**src/rtl/flappy_pkg.sv**
```systemverilog
// Shared constants and helpers for the flappy game engine: status codes,
// pipe bus record layout, gap LFSR and BCD score arithmetic.
package flappy_pkg;

  localparam logic [1:0] ST_READY = 2'd0;
  localparam logic [1:0] ST_PLAY  = 2'd1;
  localparam logic [1:0] ST_DEAD  = 2'd2;

  localparam int unsigned PIPE_REC_W   = 32;
  localparam int unsigned PIPE_GAP_LSB = 0;
  localparam int unsigned PIPE_X_LSB   = 16;
  localparam int unsigned GAP_MIN      = 40;

  // 16-bit Fibonacci LFSR, taps 16,14,13,11
  function automatic logic [15:0] lfsr_step(input logic [15:0] l);
    return {l[14:0], l[15] ^ l[13] ^ l[12] ^ l[10]};
  endfunction

  function automatic logic [15:0] lfsr_advance(input logic [15:0] l, input int unsigned n);
    logic [15:0] r;
    r = l;
    for (int unsigned k = 0; k < n; k++) r = lfsr_step(r);
    return r;
  endfunction

  function automatic logic [15:0] gap_of(input logic [15:0] l, input int unsigned range);
    return 16'(GAP_MIN + (32'(l) % range));
  endfunction

  // Four-digit BCD increment, saturating at 9999
  function automatic logic [15:0] bcd_inc(input logic [15:0] s);
    logic [15:0] r;
    logic        c;
    r = s;
    c = 1'b1;
    if (s == 16'h9999) return s;
    for (int d = 0; d < 4; d++) begin
      if (c) begin
        if (r[4*d +: 4] == 4'd9) r[4*d +: 4] = 4'd0;
        else begin
          r[4*d +: 4] = r[4*d +: 4] + 4'd1;
          c = 1'b0;
        end
      end
    end
    return r;
  endfunction

endpackage

```
**src/rtl/pipe_channel.sv**
```systemverilog
// One scrolling pipe: position/gap registers plus wrap, score and hit terms
// evaluated against the post-scroll position.
module pipe_channel #(
  parameter int unsigned SPEED    = 2,
  parameter int unsigned WRAP_ADD = 670,
  parameter int unsigned PIPE_W   = 52,
  parameter int unsigned BIRD_X   = 160,
  parameter int unsigned BIRD_W   = 24,
  parameter int unsigned BIRD_H   = 24,
  parameter int unsigned GAP_H    = 120,
  parameter int unsigned INIT_X   = 640,
  parameter logic [15:0] INIT_GAP = 16'd40
) (
  input  logic        clk,
  input  logic        clr,
  input  logic        step,
  input  logic        reinit,
  input  logic [15:0] new_gap,
  input  logic [15:0] bird_y_next,
  output logic [15:0] x,
  output logic [15:0] gap_top,
  output logic        wrap_c,
  output logic        scored_c,
  output logic        hit_c
);

  logic [15:0] x_next, gap_next;
  logic [16:0] old_right, new_right;
  logic        overlap_x, outside_gap;

  assign wrap_c    = (x <= 16'(SPEED));
  assign x_next    = wrap_c ? x + 16'(WRAP_ADD) : x - 16'(SPEED);
  assign gap_next  = wrap_c ? new_gap : gap_top;
  assign old_right = 17'(x) + 17'(PIPE_W);
  assign new_right = 17'(x_next) + 17'(PIPE_W);

  // Right edge crosses the bird's left edge on this scroll step
  assign scored_c    = (old_right >= 17'(BIRD_X)) && (new_right < 17'(BIRD_X));
  assign overlap_x   = (x_next < 16'(BIRD_X + BIRD_W)) && (new_right > 17'(BIRD_X));
  assign outside_gap = (bird_y_next < gap_next) ||
                       ((17'(bird_y_next) + 17'(BIRD_H)) > (17'(gap_next) + 17'(GAP_H)));
  assign hit_c       = overlap_x && outside_gap;

  always_ff @(posedge clk or negedge clr) begin
    if (!clr) begin
      x       <= 16'(INIT_X);
      gap_top <= INIT_GAP;
    end else if (reinit) begin
      x       <= 16'(INIT_X);
      gap_top <= new_gap;
    end else if (step) begin
      x       <= x_next;
      gap_top <= gap_next;
    end
  end

endmodule

```
**src/rtl/flappy_core.sv**
```systemverilog
// Frame-ticked flappy game engine: FSM, bird physics, LFSR gap generator,
// N pipe channels, collision resolution and BCD score.
module flappy_core
  import flappy_pkg::*;
#(
  parameter int unsigned N_PIPES   = 3,
  parameter int unsigned SCREEN_W  = 640,
  parameter int unsigned SCREEN_H  = 480,
  parameter int unsigned PIPE_W    = 52,
  parameter int unsigned GAP_H     = 120,
  parameter int unsigned SPACING   = 224,
  parameter int unsigned BIRD_X    = 160,
  parameter int unsigned BIRD_W    = 24,
  parameter int unsigned BIRD_H    = 24,
  parameter int unsigned SPEED     = 2,
  parameter int unsigned GRAVITY   = 1,
  parameter int unsigned FLAP_V    = 8,
  parameter int unsigned VMAX      = 10,
  parameter int unsigned DEAD_HOLD = 30,
  parameter logic [15:0] LFSR_SEED = 16'hACE1
) (
  input  logic                           clk,
  input  logic                           clr,
  input  logic                           frame_tick,
  input  logic                           flap,
  output logic [1:0]                     status,
  output logic [15:0]                    score,
  output logic [15:0]                    bird_y,
  output logic [PIPE_REC_W*N_PIPES-1:0]  pipes
);

  localparam int unsigned       FLOOR     = SCREEN_H - BIRD_H;
  localparam int unsigned       START_Y   = FLOOR / 2;
  localparam int unsigned       GAP_RANGE = SCREEN_H - GAP_H - 80;
  localparam int unsigned       WRAP_ADD  = N_PIPES * SPACING - SPEED;
  localparam logic [15:0]       LFSR_INIT = lfsr_advance(LFSR_SEED, N_PIPES);
  localparam logic signed [7:0] VEL_FLAP  = 8'(32'd0 - FLAP_V);
  localparam logic signed [7:0] VEL_MAX   = 8'(VMAX);
  localparam logic signed [7:0] VEL_GRAV  = 8'(GRAVITY);
  localparam logic signed [17:0] FLOOR_S  = 18'(FLOOR);

  logic [1:0]         state, state_n;
  logic signed [7:0]  vel, vel_n, vel_c, vel_sum;
  logic signed [17:0] y_sum;
  logic [15:0]        bird_y_n, y_c, score_n, dead_cnt, cnt_n, lfsr, lfsr_last;
  logic               flap_prev, flap_req, flap_req_n;
  logic               rise_c, req_c, play_step_c, reinit_c, collide_c;
  logic [N_PIPES-1:0] wrap_v, scored_v, hit_v;

  assign status = state;
  assign rise_c = flap & ~flap_prev;
  assign req_c  = flap_req | rise_c;

  // A flap in READY starts the game and takes the first physics step on the same tick
  assign play_step_c = frame_tick && ((state == ST_PLAY) || (state == ST_READY && req_c));
  assign reinit_c    = frame_tick && (state == ST_DEAD) && req_c && (dead_cnt >= 16'(DEAD_HOLD));

  // Bird physics for the candidate step
  always_comb begin
    vel_sum = vel + VEL_GRAV;
    vel_c   = req_c ? VEL_FLAP : ((vel_sum > VEL_MAX) ? VEL_MAX : vel_sum);
    y_sum   = $signed({2'b00, bird_y}) + 18'(vel_c);
    if (y_sum[17])             y_c = '0;
    else if (y_sum > FLOOR_S)  y_c = 16'(FLOOR);
    else                       y_c = y_sum[15:0];
  end

  // LFSR chain: each reinitialised or wrapping channel takes the next step in index order
  for (genvar i = 0; i < N_PIPES; i++) begin : g_ch
    logic [15:0] l_in, l_out, gap_new, x, gap;
    if (i == 0) begin : g_head
      assign l_in = lfsr;
    end else begin : g_link
      assign l_in = g_ch[i-1].l_out;
    end
    assign l_out   = (reinit_c || (play_step_c && wrap_v[i])) ? lfsr_step(l_in) : l_in;
    assign gap_new = gap_of(l_out, GAP_RANGE);

    pipe_channel #(
      .SPEED    (SPEED),
      .WRAP_ADD (WRAP_ADD),
      .PIPE_W   (PIPE_W),
      .BIRD_X   (BIRD_X),
      .BIRD_W   (BIRD_W),
      .BIRD_H   (BIRD_H),
      .GAP_H    (GAP_H),
      .INIT_X   (SCREEN_W + 32'(i) * SPACING),
      .INIT_GAP (gap_of(lfsr_advance(LFSR_SEED, 32'(i) + 32'd1), GAP_RANGE))
    ) u_pipe (
      .clk         (clk),
      .clr         (clr),
      .step        (play_step_c),
      .reinit      (reinit_c),
      .new_gap     (gap_new),
      .bird_y_next (y_c),
      .x           (x),
      .gap_top     (gap),
      .wrap_c      (wrap_v[i]),
      .scored_c    (scored_v[i]),
      .hit_c       (hit_v[i])
    );

    assign pipes[PIPE_REC_W*i + PIPE_X_LSB   +: 16] = x;
    assign pipes[PIPE_REC_W*i + PIPE_GAP_LSB +: 16] = gap;
  end

  assign lfsr_last = g_ch[N_PIPES-1].l_out;
  assign collide_c = (y_c == 16'(FLOOR)) || (|hit_v);

  // Next-state and datapath updates; collision takes priority over scoring
  always_comb begin
    state_n    = state;
    vel_n      = vel;
    bird_y_n   = bird_y;
    score_n    = score;
    cnt_n      = dead_cnt;
    flap_req_n = frame_tick ? 1'b0 : req_c;
    if (play_step_c) begin
      vel_n    = vel_c;
      bird_y_n = y_c;
      if (collide_c) begin
        state_n = ST_DEAD;
        cnt_n   = '0;
      end else begin
        state_n = ST_PLAY;
        if (|scored_v) score_n = bcd_inc(score);
      end
    end else if (reinit_c) begin
      state_n  = ST_READY;
      vel_n    = '0;
      bird_y_n = 16'(START_Y);
      score_n  = '0;
      cnt_n    = '0;
    end else if (frame_tick && state == ST_DEAD && dead_cnt < 16'(DEAD_HOLD)) begin
      cnt_n = dead_cnt + 16'd1;
    end
  end

  always_ff @(posedge clk or negedge clr) begin
    if (!clr) begin
      state     <= ST_READY;
      vel       <= '0;
      bird_y    <= 16'(START_Y);
      score     <= '0;
      dead_cnt  <= '0;
      lfsr      <= LFSR_INIT;
      flap_prev <= 1'b0;
      flap_req  <= 1'b0;
    end else begin
      state     <= state_n;
      vel       <= vel_n;
      bird_y    <= bird_y_n;
      score     <= score_n;
      dead_cnt  <= cnt_n;
      lfsr      <= lfsr_last;
      flap_prev <= flap;
      flap_req  <= flap_req_n;
    end
  end

endmodule

```
**config.mk**
```make
export PLATFORM = sky130hd
export DESIGN_NAME = flappy_core
export DESIGN_NICKNAME = d
export VERILOG_FILES = /design/src/rtl/flappy_pkg.sv /design/src/rtl/pipe_channel.sv /design/src/rtl/flappy_core.sv
export SDC_FILE = /design/constraint.sdc
export NUM_CORES = 1
export LEC_CHECK = 0
export BUFFER_PORTS_ARGS = -buffer_cell sky130_fd_sc_hd__buf_2
export CAP_MARGIN = 30
export CORE_MARGIN = 1.5
export CORE_UTILIZATION = 25
export DETAILED_ROUTE_END_ITERATION = 8
export HOLD_SLACK_MARGIN = 0.06
export SYNTH_ARGS = -nofsm -noshare
export SYNTH_HDL_FRONTEND = slang
export SYNTH_SLANG_ARGS = --single-unit
```
**constraint.sdc**
```tcl
create_clock -name clk -period 31.4 [get_ports clk]
set_clock_uncertainty 0.2 [all_clocks]
set_input_delay 0 -clock clk [delete_from_list [all_inputs] [get_ports clk]]
set_output_delay 0 -clock clk [all_outputs]
set_load 0.02 [all_outputs]
```
### Word-level counts from Yosys, hierarchy flattened

Index checks and enable logic that the tools add are counted.

* register bits after elaboration: 172
* input port bits: 4
* output and inout bits: 130
* logic and storage cells: 204

* add/sub/neg operators: 26
* divide/modulo/power cells: 3
* order comparisons: 25
* eq/ne operators: 15
* muxes and demuxes: 70
* bitwise logic cells: 12
* reduce and logical (&&, ||, !) cells: 36

Operators with widths (number)
* 16-bit two-way mux: 34
* 16-bit by 6-bit adder with 17-bit output, second input constant: 6
* 16-bit by 9-bit remainder unit with 32-bit output, second input constant: 3
* 16-bit by 7-bit adder with 17-bit output, second input constant: 3
* 17-bit by 8-bit >= comparator with 1-bit output, second input constant: 3
* 17-bit greater-than comparator: 3
* 17-bit by 8-bit greater-than comparator with 1-bit output, second input constant: 3
* 17-bit by 8-bit less-than comparator with 1-bit output, second input constant: 3
* 16-bit by 10-bit adder with 16-bit output, second input constant: 3
* 6-bit by 16-bit adder with 16-bit output, first input constant: 3
* 16-bit by 2-bit less-or-equal comparator with 1-bit output, second input constant: 3
* 16-bit less-than comparator: 3
* 16-bit by 8-bit less-than comparator with 1-bit output, second input constant: 3
* 16-bit by 2-bit subtractor with 16-bit output, second input constant: 3
* 8-bit two-way mux: 4
* 4-bit two-way mux: 7
* 1-bit two-way mux: 22
* 17-bit by 8-bit adder with 18-bit output: 1
* 18-bit by 10-bit greater-than comparator with 1-bit output, second input constant: 1
* 1-bit logical AND: 18
* 16-bit by 5-bit adder with 17-bit output, second input constant: 1
* 16-bit by 1-bit adder with 16-bit output, second input constant: 1
* 4-bit by 1-bit adder with 4-bit output, second input constant: 4
* 16-bit == test, second input constant: 1
* 25 further kinds: 51

### Longest topological paths before layout

Gate-level depths: netlist of the first run.

* word-level depth: 47
* depth in mapped cells: 68
* mapped depth without buffers: 67

### Modules after synthesis

From an unflattened synthesis of the first run, not the netlist that was laid out.

* cell total of the unflattened synthesis: 3150
* area, all modules: 24096.9 um2

By module, submodules not included
* flappy_core: times used 1, cells each 2063, area each 14712.9 um2, sequential area each 1918.1 um2
* pipe_channel (g_ch[0].u_pipe): times used 1, cells each 373, area each 3196.8 um2, sequential area each 784.5 um2
* pipe_channel (g_ch[2].u_pipe): times used 1, cells each 370, area each 3138.0 um2, sequential area each 784.5 um2
* pipe_channel (g_ch[1].u_pipe): times used 1, cells each 344, area each 3049.2 um2, sequential area each 787.0 um2

### Worst setup path after synthesis of the first run

OpenSTA, ideal clock, no wires.

* kind: flip-flop to flip-flop
* start: register g_ch[0].u_pipe.x[3]
* end: register score[7]
* setup time: 110 ps
* arrival: 13040 ps
* data required time: 31090 ps
* slack: 18050 ps
* stages on the path, launching flop included: 59
* path buffers: 4
* clock period less this slack: 13350 ps
* path through: dfrtp_1 > inv_1 > ha_1 > a21boi_1 > nand4_1 > a21o_1 > buf_6 > a2111oi_1 > a211o_2 > a22o_4 > o211a_4 > inv_4 > ha_1 > nand2b_1 > a21o_1 > a211oi_1 > o21a_2 > nor3_2 > (+23 left out) > a21oi_1 > a21bo_2 > nor3_1 > xor2_1 > ha_1 > nand4_1 > nor2_1 > a211oi_1 > o21ai_0 > o41ai_1 > o21ai_0 > a311oi_1 > nand2_1 > or2_2 > o31ai_1 > clkbuf_1 > nand2_1 > o41ai_1

* cells in the longest elaborated chain, start to end: 20
* elaborated cells between the ends (all ways): 53
* classes of those cells: add/sub: 10; div: 3; order compare: 11; eq/ne: 2; mux: 7; bitwise: 6; reduce/logical: 14

RTL lines
* start, declared: line pipe_channel.sv:20 `output logic [15:0] x,`
* start signal, assigned: line pipe_channel.sv:46 `x <= 16'(INIT_X);`
* start signal, assigned: line pipe_channel.sv:49 `x <= 16'(INIT_X);`
* start signal, assigned: line pipe_channel.sv:52 `x <= x_next;`
* 16-bit by 2-bit less-or-equal comparator with 1-bit output: line pipe_channel.sv:31 `assign wrap_c = (x <= 16'(SPEED));`
* 1-bit logical AND: line flappy_core.sv:76 `assign l_out = (reinit_c || (play_step_c && wrap_v[i])) ? lfsr_step(l_in) : l_in;`
* 1-bit logical OR: line flappy_core.sv:76
* 16-bit two-way mux: line flappy_core.sv:76
* 1-bit XOR / 16-bit two-way mux (equally long branches): line flappy_pkg.sv:16, flappy_core.sv:76
* 1-bit XOR (2 in a row): line flappy_pkg.sv:16 `return {l[14:0], l[15] ^ l[13] ^ l[12] ^ l[10]};`
* 16-bit two-way mux / 1-bit XOR (equally long branches): line flappy_core.sv:76, flappy_pkg.sv:16
* 16-bit two-way mux: line flappy_core.sv:76
* (+3 left out)
* 16-bit by 7-bit adder with 17-bit output: line pipe_channel.sv:41 `((17'(bird_y_next) + 17'(BIRD_H)) > (17'(gap_next) + 17'(GAP_H)));`
* 17-bit greater-than comparator: line pipe_channel.sv:41
* 1-bit logical OR: line pipe_channel.sv:40 `assign outside_gap = (bird_y_next < gap_next) ||`
* 1-bit logical AND: line pipe_channel.sv:42 `assign hit_c = overlap_x && outside_gap;`
* 3-bit OR reduction: line flappy_core.sv:108 `assign collide_c = (y_c == 16'(FLOOR)) || (|hit_v);`
* 1-bit logical OR: line flappy_core.sv:108
* 2-bit inequality test (no source line)
* 5-bit AND reduction (no source line) (*)
* end signal, assigned: line flappy_core.sv:153 `score <= score_n;`
* end, declared: line flappy_core.sv:27 `output logic [15:0] score,`

Every way passes the cells marked *; elsewhere a longest branch is shown, timed or not.
A chain may end at the register's enable or synchronous reset.

### Final worst setup path of the first run

* start: register g_ch[1].u_pipe.x[3]
* end: register score[14]

* cells in the longest elaborated chain, start to end: 19
* elaborated cells between the ends (all ways): 41
* classes of those cells: add/sub: 8; div: 2; order compare: 9; eq/ne: 2; mux: 5; bitwise: 3; reduce/logical: 12

RTL lines
* start, declared: line pipe_channel.sv:20
* start signal, assigned: line pipe_channel.sv:46
* start signal, assigned: line pipe_channel.sv:49
* start signal, assigned: line pipe_channel.sv:52
* 16-bit by 2-bit less-or-equal comparator with 1-bit output: line pipe_channel.sv:31
* 1-bit logical AND: line flappy_core.sv:76
* 1-bit logical OR: line flappy_core.sv:76
* 16-bit two-way mux: line flappy_core.sv:76
* 1-bit XOR (3 in a row): line flappy_pkg.sv:16
* 16-bit two-way mux: line flappy_core.sv:76
* 16-bit by 9-bit remainder unit with 32-bit output: line flappy_pkg.sv:27 `return 16'(GAP_MIN + (32'(l) % range));`
* 6-bit by 16-bit adder with 16-bit output: line flappy_pkg.sv:27
* 16-bit two-way mux: line pipe_channel.sv:33 `assign gap_next = wrap_c ? new_gap : gap_top;`
* 16-bit by 7-bit adder with 17-bit output: line pipe_channel.sv:41
* 17-bit greater-than comparator: line pipe_channel.sv:41
* 1-bit logical OR: line pipe_channel.sv:40
* 1-bit logical AND: line pipe_channel.sv:42
* 3-bit OR reduction: line flappy_core.sv:108
* 1-bit logical OR: line flappy_core.sv:108
* 2-bit inequality test (no source line)
* 5-bit AND reduction (no source line) (*)

Marks and branches as above.

==> results of run 1 <==
## metal layers
metal	global-route usage, %	routed length (um)	up-vias
li1	-	-	12429
met1	22.3	37300	12521
met2	26.5	38200	928
met3	3.67	7030	114
met4	4.24	1760	2
met5	0	8	-
## worst max-delay path: cells and delay by family (launching register included)
kind,cells,cell delay [ns]
adder cells (fa/ha/maj),4,1.21
XOR/XNOR,2,0.39
buffers and inverters,4,0.68
flip-flops,1,0.48
AO/OA/AOI/OAI,28,8.64
AND/OR/NAND/NOR,16,4.67
## metrics by stage
step	cell area (sq um)	std cells
2_1_floorplan	24500	3318
3_3_place_gp	26300	4595
3_5_place_dp	26300	4598
4_1_cts	26900	4635
5_1_grt	26900	4636
6_report	26900	4636
## logic make-up after synthesis
group / after synthesis
fa+ha+maj: 149
mux: 85
other cells: 1
xor+xnor: 196
compound gates: 1082
simple gates: 1342
buf+inv: 247
flops: 169
## layout make-up
type	count	area, sq um
Clock buffer	17	425
Clock inverter	14	156
Fill cell	10466	69600
Inverter	87	329
Multi-Input combinational cell	2902	19200
Sequential cell	169	4270
Tap cell	1276	1600
Timing Repair Buffer	171	997
## cells in the final DEF (no fill, tap or decap), drive strengths merged, types with 54 or more instances in the layout
| cell type | count |
|---|---|
| nand2 | 376 |
| nor3 | 141 |
| o21ai | 270 |
| and3 | 54 |
| nand3 | 151 |
| inv | 93 |
| mux2i | 65 |
| xnor2 | 128 |
| ha | 143 |
| buf | 164 |
| a21oi | 212 |
| dfrtp | 133 |
| xor2 | 66 |
| nor2 | 290 |
## registers in the layout (all words and copies together) (netlist names)
name,cells
g_ch.u_pipe.gap_top,48
g_ch.u_pipe.x,45
bird_y,16
dead_cnt,16
g_ch.l_in,16
score,16
vel,8
status,2
flap_prev,1
flap_req,1
## worst max path at each step
stage | startpoint | endpoint | slack, ns | cells after the start
finish | g_ch[1].u_pipe.x[3] | score[14] | 14.96 | 54
floorplan | g_ch[0].u_pipe.x[3] | score[7] | 18.05 | 58
global placement | g_ch[1].u_pipe.x[3] | score[15] | 15.65 | 50
CTS | g_ch[1].u_pipe.x[3] | score[14] | 15.03 | 54
detailed placement | g_ch[1].u_pipe.x[3] | score[14] | 15.09 | 54
global route | g_ch[1].u_pipe.x[3] | score[14] | 13.55 | 54
==> reports/metrics.csv, run 1 <==
metric;value;unit
status;completed;
area added between synthesis and finish;10.9;%
share of synthesized cell area in full adder, half adder and majority cells;7.65;%
required time of the critical path;31.58;ns
largest fanout of any net on the critical path;21;
critical path startpoint category;flip-flop;
I/O pin total;134;
nets@finish;3496;
fraction of the mapped netlist area in compound gates;31.4;%
multiplexer area fraction after synthesis;3.68;%
count of vias placed by the detailed router;25994;
syn avg cell area;7.43;sq um
fraction of post-synthesis cell area in the top cell type by area;13.7;%
cell type with the highest occurrence count on the critical path;sky130_fd_sc_hd__nand2_1;
Final HPWL DP;65.3;mm
final-report setup violation count;0;
total grt overflow;0;
Data arrival, critical path;16.62;ns
cell count after synthesis;3271;
Hold Buf Count CTS;6;
Total Negative Setup Slacks;0;ns
Hold Crit Endpoint;flap_req;
remaining routing DRC violations;0;
length of the first detailed-routing pass in iterations;5;
final number of hold-violating endpoints;0;
total clock buffers created by CTS;17;
floorplan die width;315;um
final core utilization;27.9;%
buffer type at the clock tree root;sky130_fd_sc_hd__clkbuf_16;
first-pass GRT wire length;134;mm
worst reg2reg path startpoint;g_ch[1].u_pipe.x[3];
wire length after detailed routing;84.2;mm
number of standard-cell rows in the floorplan;114;
average wire per cell in the routed design;18.2;um
category of the critical setup timing path;reg2reg;
Clock Pin Slew Worst Setup and Hold Paths;0.08;ns
Hold Crit Class;in2reg;
share of cells above drive strength 1;12.7;%
Starting DRT DRC Count;2386;
largest family of logic cells by synthesized area;compound AO/OA/AOI/OAI gates;
Detail Route Antenna Nets;0;
dominant cells by area after synthesis;sky130_fd_sc_hd__dfrtp_1 (14%), sky130_fd_sc_hd__ha_1 (7.4%), sky130_fd_sc_hd__nand2_1 (5.8%);
share of synthesized flip-flops with an asynchronous set or reset;100;%
number of warning messages in the yosys log;0;
max-slew violations;0;
Fmax achieved;60.8;MHz
critical register-to-register path endpoint;score[14];
most frequent cell after synthesis;sky130_fd_sc_hd__nand2_1;
total clock sinks;169;
cell area after synthesis;24300;sq um
initial antenna violation count;1;
Post-Place Setup Slack;15.09;ns
worst-case setup margin in the final layout;14.96;ns
Primary FF master, synth;sky130_fd_sc_hd__dfrtp_1;
unrepaired setup endpoints after global routing;false;
Antenna diodes;0;
fraction of the yosys area taken by sequential cells;17.6;%
hold path startpoint;frame_tick;
synth cell count leaders;sky130_fd_sc_hd__nand2_1 (374), sky130_fd_sc_hd__nor2_1 (285), sky130_fd_sc_hd__o21ai_0 (226);
longest individual stage delay on the worst path;0.80;ns
Slew HR;30.7;%
CP max-delay cell;sky130_fd_sc_hd__nand2_1;
simple-gate portion of the synthesized area;27.9;%
xor and xnor area share after synthesis;7.33;%
core area;96600;sq um
clock period minus worst slack;16.44;ns
count of unique library cells instantiated by Yosys;146;
cells resized by post-CTS repair;0;
Least-Margin Pin Slew;1.03;ns
number of I/O port buffers;130;
weighted congestion at the end of routability-driven global placement;0.956;
post-synthesis sequential element count;169;
number of violations of the max-capacitance limit;0;
area enclosed by the die boundary;99100;sq um
vias per inst;5.61;
cell taking the most area after synthesis;sky130_fd_sc_hd__dfrtp_1;
effective utilization at floorplan;25.2;%
die height;315;um
hold path cells;3;
category of the worst setup path capture point;flip-flop;
cells on worst reg2reg path;54;
via count of the first global-routing pass;23986;
largest net degree at the start of global routing;64;
TritonCTS clock tree;built;
total routing usage reported by global routing;16.6;%
setup slack, reg-to-reg;14.96;ns
Clock Latency Late Sink;0.50;ns
post-route worst hold slack;0.0949;ns
number of H-tree branching levels;4;
Longest Clk Path Bufs;2;
Post-synth EDFFs;0;
post-CTS setup buffer count;0;
final worst-path cycle share;52.4;%
Power of run 1 is left out: the tool's default activity adds up to more than one toggle a clock period on the data nets, which glitch-free logic cannot reach.
==> inputs of run 2 (changes only) <==
==> constraint.sdc (replaced) <==
create_clock -name clk -period 17 [get_ports clk]
set_clock_uncertainty 0.2 [all_clocks]
set_input_delay 0 -clock clk [delete_from_list [all_inputs] [get_ports clk]]
set_output_delay 0 -clock clk [all_outputs]
set_load 0.02 [all_outputs]
==> run 2 against run 1 <==
Net effect: global-route usage rose by 0.11 points; non-clock buffer count rose by 13; wire length rose by 1.3%; critical path depth rose by 2; die area did not move; critical endpoint is now score[15].
==> reports/metrics.csv, run 2 (synthesized netlist as in run 1, its figures left out) <==
metric;value;unit
final-report setup violation count;0;
total routing usage reported by global routing;16.7;%
category of the worst setup path capture point;flip-flop;
Slew HR;35.8;%
unrepaired setup endpoints after global routing;false;
nets@finish;3509;
critical path startpoint category;flip-flop;
required time of the critical path;17.18;ns
initial antenna violation count;0;
area added between synthesis and finish;11.4;%
Data arrival, critical path;16.13;ns
core area;96600;sq um
share of cells above drive strength 1;13.2;%
largest reg by FF count;g_ch.u_pipe.gap_top;
total grt overflow;0;
Hold Crit Class;in2reg;
final core utilization;28.0;%
Final HPWL DP;65.9;mm
total clock buffers created by CTS;17;
Fmax achieved;62.7;MHz
total clock sinks;169;
top library cells by usage in the layout, fill and taps aside;sky130_fd_sc_hd__nand2_1 (374), sky130_fd_sc_hd__nor2_1 (281), sky130_fd_sc_hd__o21ai_0 (225), sky130_fd_sc_hd__a21oi_1 (201), sky130_fd_sc_hd__nand3_1 (148);
longest individual stage delay on the worst path;0.71;ns
final design area excluding fillers;27100;sq um
count of vias placed by the detailed router;25957;
largest net degree at the start of global routing;66;
average wire per cell in the routed design;18.4;um
wire length after detailed routing;85.4;mm
TritonCTS clock tree;built;
Clock Latency Late Sink;0.50;ns
Antenna diodes;0;
I/O pin total;134;
remaining routing DRC violations;0;
largest fanout of any net on the critical path;19;
DP Area;26400;sq um
largest registers;g_ch.u_pipe.gap_top: 48 flops, g_ch.u_pipe.x: 45 flops;
final worst-path cycle share;93.8;%
number of standard-cell rows in the floorplan;114;
first-pass GRT wire length;134;mm
leading cell type in the layout, fill and taps excluded;sky130_fd_sc_hd__nand2_1;
length of the first detailed-routing pass in iterations;6;
effective utilization at floorplan;25.2;%
max-slew violations;0;
Starting DRT DRC Count;2350;
weighted congestion at the end of routability-driven global placement;0.970;
number of filler instances in the final layout;10503;
clock period minus worst slack;15.95;ns
number of violations of the max-capacitance limit;0;
vias per inst;5.58;
number of flip-flops in the largest register;48;
number of H-tree branching levels;4;
Clock Pin Slew Worst Setup and Hold Paths;0.08;ns
Detail Route Antenna Nets;0;
Total Negative Setup Slacks;0;ns
die height;315;um
number of I/O port buffers;130;
area enclosed by the die boundary;99100;sq um
final number of hold-violating endpoints;0;
Least-Margin Pin Slew;0.956;ns
buffer type at the clock tree root;sky130_fd_sc_hd__clkbuf_16;
category of the critical setup timing path;reg2reg;
Longest Clk Path Bufs;2;
floorplan die width;315;um
CP max-delay cell;sky130_fd_sc_hd__or4_1;
status;completed;
via count of the first global-routing pass;24020;
## run 2: cell types whose count changed in the layout (fill, tap and decap cells not counted), sizes merged
cell	before	now
buf	164	178
bufinv	1	2
clkbuf	19	20
clkinv	6	4
clkinvlp	1	2
inv	93	92
## run 2: through the flow
stage                     hold slack (ns)  setup WS [ns]  instances
after floorplan                    -0.496           3.65       3318
after global placement             -0.105          0.699       4609
after detailed placement           -0.104          0.977       4612
after CTS                          0.0839          0.875       4650
after global routing                0.120       0.000963       4650
final                               0.119           1.05       4650
## run 2: cell type report
class | count | area [sq um] | area share (%)
Multi-Input combinational cell | 2902 | 19200 | 70.8
Sequential cell | 169 | 4270 | 15.8
Tap cell | 1276 | 1600 | 5.90
Timing Repair Buffer | 184 | 1090 | 4.03
Clock buffer | 19 | 453 | 1.67
Inverter | 87 | 329 | 1.22
Clock inverter | 13 | 155 | 0.573
## run 2: worst paths after layout
kind / start / to / slack (ns) / cells after the start
max: g_ch[1].u_pipe.x[3] / score[15] / 1.05 / 56
min: frame_tick / flap_req / 0.12 / 3
max reg2reg: g_ch[1].u_pipe.x[3] / score[15] / 1.05 / 56
min reg2reg: g_ch[0].u_pipe.gap_top[1] / g_ch[0].u_pipe.gap_top[1] / 0.27 / 2
max in group asynchronous: clr / g_ch[1].u_pipe.gap_top[10] / 15.31 / 4
min in group asynchronous: clr / g_ch[0].u_pipe.x[9] / 0.57 / 3
## run 2: routing by layer
layer / GRT usage [%] / wire length (um) / vias up
met2: 27.5 / 39400 / 929
met5: 0 / 0 / -
met1: 22.0 / 38300 / 12453
met4: 4.53 / 1600 / 0
met3: 3.28 / 6050 / 115
li1: - / - / 12460
## run 2: worst max-delay path, delay by kind of cell (launching register included)
| kind | cells | cell delay [ns] |
|---|---|---|
| AO/OA/AOI/OAI | 25 | 7.12 |
| AND/OR/NAND/NOR | 16 | 4.09 |
| adder cells (fa/ha/maj) | 4 | 1.16 |
| buffers and inverters | 6 | 0.99 |
| XOR/XNOR | 3 | 0.88 |
| multiplexers | 2 | 0.84 |
| flip-flops | 1 | 0.48 |
## run 2: timing repair
item                                   in CTS  in global routing
setup endpoints to repair                   0                 16
endpoints found under the hold margin      94                  0
hold buffers                                6                  0
resized for setup                           0                  4
buffers inserted                            0                  0
Power of run 2 is left out for the same reason.
